### config.mk
export PLATFORM = sky130hd
export DESIGN_NAME = dwa_sel16_flat
export DESIGN_NICKNAME = d
export VERILOG_FILES = /design/src/rtl/dwa_sel16_if.sv /design/src/rtl/dwa_sel16.sv /design/src/flat_wrapper.sv
export SDC_FILE = /design/constraint.sdc
export NUM_CORES = 1
export LEC_CHECK = 0
export ABC_AREA = 0
export CAP_MARGIN = 15
export CORE_MARGIN = 1
export CORE_UTILIZATION = 52
export CTS_BUF_LIST = sky130_fd_sc_hd__clkbuf_2 sky130_fd_sc_hd__clkbuf_4 sky130_fd_sc_hd__clkbuf_8
export CTS_CLUSTER_DIAMETER = 80
export DETAILED_ROUTE_END_ITERATION = 8
export PLACE_DENSITY = 0.81
export SYNTH_ARGS = -nofsm -noshare
export SYNTH_HDL_FRONTEND = slang
export SYNTH_SLANG_ARGS = --single-unit
### constraint.sdc
create_clock -name clk -period 3.3 [get_ports clk]
set_clock_uncertainty 0.15 [all_clocks]
set_input_delay 0.825 -clock clk [delete_from_list [all_inputs] [get_ports clk]]
set_output_delay 0.825 -clock clk [all_outputs]
set_load 0.05 [all_outputs]
### src/rtl/dwa_sel16_if.sv
// Sample/result bundle for the 16-element dual-bank DWA selector.
// en is a one-cycle sample strobe with no back-pressure; vld pulses once per accepted sample.
interface dwa_sel16_if;
    logic        en;
    logic [3:0]  Gama;
    logic [3:0]  Beta;
    logic        dwa_en;
    logic [15:0] sel;
    logic        vld;
    logic        sat;
    logic [4:0]  sel_cnt;
    logic [2:0]  ptr_a;
    logic [2:0]  ptr_b;

    modport master (
        output en, Gama, Beta, dwa_en,
        input  sel, vld, sat, sel_cnt, ptr_a, ptr_b
    );

    modport slave (
        input  en, Gama, Beta, dwa_en,
        output sel, vld, sat, sel_cnt, ptr_a, ptr_b
    );
endinterface

### src/rtl/dwa_sel16.sv
// Two 8-element data-weighted-averaging selectors (bank A = sel[7:0], bank B = sel[15:8]).
// Every output is registered; counts above 8 clip to a full bank and raise sat.
module dwa_sel16 (
    input  logic         clk,
    input  logic         rst,
    dwa_sel16_if.slave   bus
);

    logic [3:0]  a_clip;
    logic [3:0]  b_clip;
    logic [7:0]  mask_a;
    logic [7:0]  mask_b;
    logic [2:0]  rot_a;
    logic [2:0]  rot_b;
    logic [15:0] sel_next;
    logic [2:0]  ptr_a_next;
    logic [2:0]  ptr_b_next;
    logic [4:0]  cnt_next;
    logic        sat_next;

    function automatic logic [7:0] therm8(input logic [3:0] n);
        logic [7:0] t;
        t = '0;
        for (int i = 0; i < 8; i++) begin
            t[i] = (4'(i) < n);
        end
        return t;
    endfunction

    // Rotate left within the bank: the upper byte of the doubled mask wraps naturally.
    function automatic logic [7:0] rotl8(input logic [7:0] m, input logic [2:0] p);
        logic [15:0] dbl;
        dbl = {m, m} << p;
        return dbl[15:8];
    endfunction

    always_comb begin
        a_clip     = (bus.Gama > 4'd8) ? 4'd8 : bus.Gama;
        b_clip     = (bus.Beta > 4'd8) ? 4'd8 : bus.Beta;
        rot_a      = bus.dwa_en ? bus.ptr_a : 3'd0;
        rot_b      = bus.dwa_en ? bus.ptr_b : 3'd0;
        mask_a     = rotl8(therm8(a_clip), rot_a);
        mask_b     = rotl8(therm8(b_clip), rot_b);
        sel_next   = {mask_b, mask_a};
        // A full bank (count 8) adds 0 mod 8, so the pointer stays put.
        ptr_a_next = bus.dwa_en ? (bus.ptr_a + a_clip[2:0]) : 3'd0;
        ptr_b_next = bus.dwa_en ? (bus.ptr_b + b_clip[2:0]) : 3'd0;
        cnt_next   = {1'b0, a_clip} + {1'b0, b_clip};
        sat_next   = (bus.Gama > 4'd8) || (bus.Beta > 4'd8);
    end

    always_ff @(posedge clk) begin
        if (rst) begin
            bus.sel     <= '0;
            bus.vld     <= 1'b0;
            bus.sat     <= 1'b0;
            bus.sel_cnt <= '0;
            bus.ptr_a   <= '0;
            bus.ptr_b   <= '0;
        end else begin
            bus.vld <= bus.en;
            if (bus.en) begin
                bus.sel     <= sel_next;
                bus.sat     <= sat_next;
                bus.sel_cnt <= cnt_next;
                bus.ptr_a   <= ptr_a_next;
                bus.ptr_b   <= ptr_b_next;
            end
        end
    end

endmodule
### src/flat_wrapper.sv
// flat-port wrapper written by rule: the top's interface ports become plain ports
module dwa_sel16_flat 
  (clk, rst, bus_en, bus_Gama, bus_Beta, bus_dwa_en, bus_sel, bus_vld, bus_sat, bus_sel_cnt, bus_ptr_a, bus_ptr_b);
  dwa_sel16_if bus_i ();
  input  logic clk;
  input  logic rst;
  input wire logic [$bits(bus_i.en)-1:0] bus_en;
  input wire logic [$bits(bus_i.Gama)-1:0] bus_Gama;
  input wire logic [$bits(bus_i.Beta)-1:0] bus_Beta;
  input wire logic [$bits(bus_i.dwa_en)-1:0] bus_dwa_en;
  output wire logic [$bits(bus_i.sel)-1:0] bus_sel;
  output wire logic [$bits(bus_i.vld)-1:0] bus_vld;
  output wire logic [$bits(bus_i.sat)-1:0] bus_sat;
  output wire logic [$bits(bus_i.sel_cnt)-1:0] bus_sel_cnt;
  output wire logic [$bits(bus_i.ptr_a)-1:0] bus_ptr_a;
  output wire logic [$bits(bus_i.ptr_b)-1:0] bus_ptr_b;
  assign bus_i.en = bus_en;
  assign bus_i.Gama = bus_Gama;
  assign bus_i.Beta = bus_Beta;
  assign bus_i.dwa_en = bus_dwa_en;
  assign bus_sel = bus_i.sel;
  assign bus_vld = bus_i.vld;
  assign bus_sat = bus_i.sat;
  assign bus_sel_cnt = bus_i.sel_cnt;
  assign bus_ptr_a = bus_i.ptr_a;
  assign bus_ptr_b = bus_i.ptr_b;
  dwa_sel16 u_core (.clk(clk), .rst(rst), .bus(bus_i));
endmodule
==> qor.csv <==
metric,value,unit
outcome,finished clean,
type of the worst setup path,primary input to flip-flop,
post-cts sizing count,0,
Critical Path Source Type,primary input,
Buffers on Ports,40,
largest net degree at the start of global routing,23,
type of the worst min-delay path,flip-flop to flip-flop,
number of vias per cell,6.04,
share of the synthesized area in the top cell type,0.289,
layout cell share with drive strength beyond 1,0.110,
CTS tree,done,
min cycle time layout,2.76,ns
"Req. time, crit path",3.37,ns
Via Count,2052,
initial antenna violation count,0,
H-tree lvl count,2,
GRT overflow,0,
hold slack,0.338,ns
LEAKAGE,0.979,nW
Peak VDD IR,0.219,mV
Clock Latency Late Sink,0.29,ns
"antenna viol nets, final",0,
Initial Utilization,0.545,
# setup viols final,0,
Num CTS Buffers,5,
fillers,320,
crit path launch,bus_Beta[3],
post-synth top area cell,dfxtp_1,
final critical-path share of the clock period,0.837,
YS warnings,0,
"EDFF count, synth",0,
Synth Net Count,271,
full die area,4120,µm²
synthesized area per cell,8.02,µm²
Max Cap Viol,0,
crit path to,u_core.bus.ptr_b[2],
DRC Markers,0,
WL final,5.12,mm
Slew headroom,0.642,
Pre-Repair DR Iteration Count,4,
clock-pin slew on the worst setup and hold paths,0.07,ns
"Seq/Total Area, Yosys",0.289,
routed len/inst,15.1,µm
Worst R2R Start,u_core.bus.ptr_a[1],
post-synthesis cell type count,54,
Nets,311,
Post-CTS Setup Bufs,0,
Final Total Pwr,1.03,mW
area of the multi-input gates,1250,µm²
Final Core Density,0.691,
fin cells,340,
RR Endpoint,u_core.bus.ptr_a[2],
reg2reg setup slack,1.28,ns
FF/Latch Area,581,µm²
Die X,64.2,µm
Setup TNS Final,0,ns
max-slew violations,0,
Boundary Pins,41,
Cells after Synth,251,
#FFs+latches synth,29,
"Max FO, Critical Path",8,
clock sink count,29,
DRT iter0 DRCs,161,
CTS root buf,clkbuf_8,
slew of the pin with the lowest slew margin,0.536,ns
Std-Cell Rows,22,
first-pass GRT wire length,8.57,mm
WP data arrival,2.83,ns
Die Height,64.2,µm
hpwl dp,3.66,mm
worst r2r path cells,5,
ys async rst share,0,
final hold vios,0,
Synth area leaders,"dfxtp_1 29%, nor2_1 5.6%, a21oi_1 3.7%",
Worst setup EP type,flip-flop,
core area,3690,µm²
antenna cells,0,
cts-stage hold buffer count,0,
RSZ-0062 raised after global routing,no,
P&R area growth vs syn,26.7,%
f_max,362,MHz
Power Density,402,nW/µm²
vias in the first global route,1840,
GRT Util Overall,0.268,
CTS Buffer Depth,2,
Mapped Area,2010,µm²
Final Wtd Congestion,0.895,
Placed Cells incl. Taps,332,
"Top FF cell, synth",dfxtp_1,
[critical path: stages]
cell and delay (ns):
clkdlybuf4s50_1 0.55, nor2b_1 0.25, ha_1 0.17, inv_1 0.04, fa_1 0.37, xor2_1 0.18, or3_1 0.32, a31oi_1 0.12
[per-layer routing]
layer,share of wire,vias up,global-route usage
li1,-,1007,-
met1,0.45,949,0.340
met2,0.46,86,0.443
met3,0.069,10,0.0518
met4,0.017,0,0.108
met5,0,-,0
[placed cells by master, fill, tap and decap left out, types with 3 or more instances in the layout]
master           netlist  final
o21ai_0               14     14
a311oi_1               3      3
ha_1                   5      5
a31oi_1                6      6
fa_1                   3      3
nand2_1               16     16
buf_4                  4     15
nand2b_1               4      4
a211oi_1               9      9
nor3_1                 4      4
clkbuf_8               1      7
clkdlybuf4s50_1        0     40
o311ai_0               4      4
o22ai_1                4      4
nand3_1                9      9
nor2b_1                9      9
nor2_1                30     30
o221ai_1               3      3
a221oi_1               3      3
a22oi_1                3      3
a21oi_1               15     15
mux2i_1                7      7
dfxtp_1               29     29
o31ai_1                4      4
inv_1                 11     11
[where the power goes]
part	switching (mW)	leakage (nW)	total, mW	internal, mW
Combinational	0.195	0.685	0.307	0.113
Clock	0.138	0.0542	0.326	0.188
Sequential	0.0175	0.240	0.393	0.375
Total	0.350	0.979	1.03	0.676
[layout make-up]
cell class	count	share of cell area
Clock buffer	7	0.0378
Tap cell	48	0.0236
Sequential cell	29	0.228
Clock inverter	1	0.00196
Timing Repair Buffer	55	0.201
Inverter	12	0.0177
Multi-Input combinational cell	188	0.490
[kinds of logic (layout without fill, tap and decap cells)]
| family | Yosys count | count (layout) | share of synthesized area |
|---|---|---|---|
| AO/OA/AOI/OAI | 89 | 89 | 0.325 |
| AND/OR/NAND/NOR | 82 | 82 | 0.192 |
| buffers and inverters | 34 | 75 | 0.0902 |
| flip-flops | 29 | 29 | 0.289 |
| adder cells (fa/ha/maj) | 8 | 8 | 0.0609 |
| multiplexers | 7 | 7 | 0.0348 |
| XOR/XNOR | 2 | 2 | 0.00871 |
[worst min path at each step]
stage | cells after the start | slack, ns | end | startpoint
6_report | 2 | 0.34 | u_core.bus.sel_cnt[1] | u_core.bus.sel_cnt[1]
5_1_grt | 2 | 0.35 | u_core.bus.sel_cnt[1] | u_core.bus.sel_cnt[1]
4_1_cts | 2 | 0.34 | u_core.bus.sel_cnt[1] | u_core.bus.sel_cnt[1]
3_5_place_dp | 2 | 0.33 | u_core.bus.sel_cnt[1] | u_core.bus.sel_cnt[1]
3_3_place_gp | 2 | 0.32 | u_core.bus.sel[4] | u_core.bus.sel[4]
2_1_floorplan | 2 | 0.54 | u_core.bus.sel[4] | u_core.bus.sel[4]
[state kept, by name, summed over array words and instances (netlist names)]
| register | flops |
|---|---|
| u_core.bus.vld | 1 |
| u_core.bus.sel | 16 |
| u_core.bus.sel_cnt | 5 |
| u_core.bus.ptr_b | 3 |
| u_core.bus.ptr_a | 3 |
| u_core.bus.sat | 1 |
[metrics by stage]
stage	cell area [µm²]	worst slack, ns
floorplan	2010	0.782
global placement	2450	0.344
detailed placement	2450	0.261
CTS	2550	0.544
global route	2550	0.407
finish	2550	0.537
[cells in the mapped netlist, drive strengths merged (2+ instances only)]
library cell and n:
a221oi 3, fa 3, o21ai 16, a21o 2
a211o 2, nand2 18, dfxtp 29, nor2b 9
a311oi 4, buf 17, nor2 30, o31ai 4
a21oi 16, nand3 9, a22oi 3, or3 2
o221ai 3, mux2i 7, a31oi 6, inv 11
nor3 4, xor2 2, ha 5, clkbuf 5
o22a 2, a211oi 11, o311ai 4, o22ai 4
nand2b 4
No activity file was read; power rests on OpenSTA's default activity.
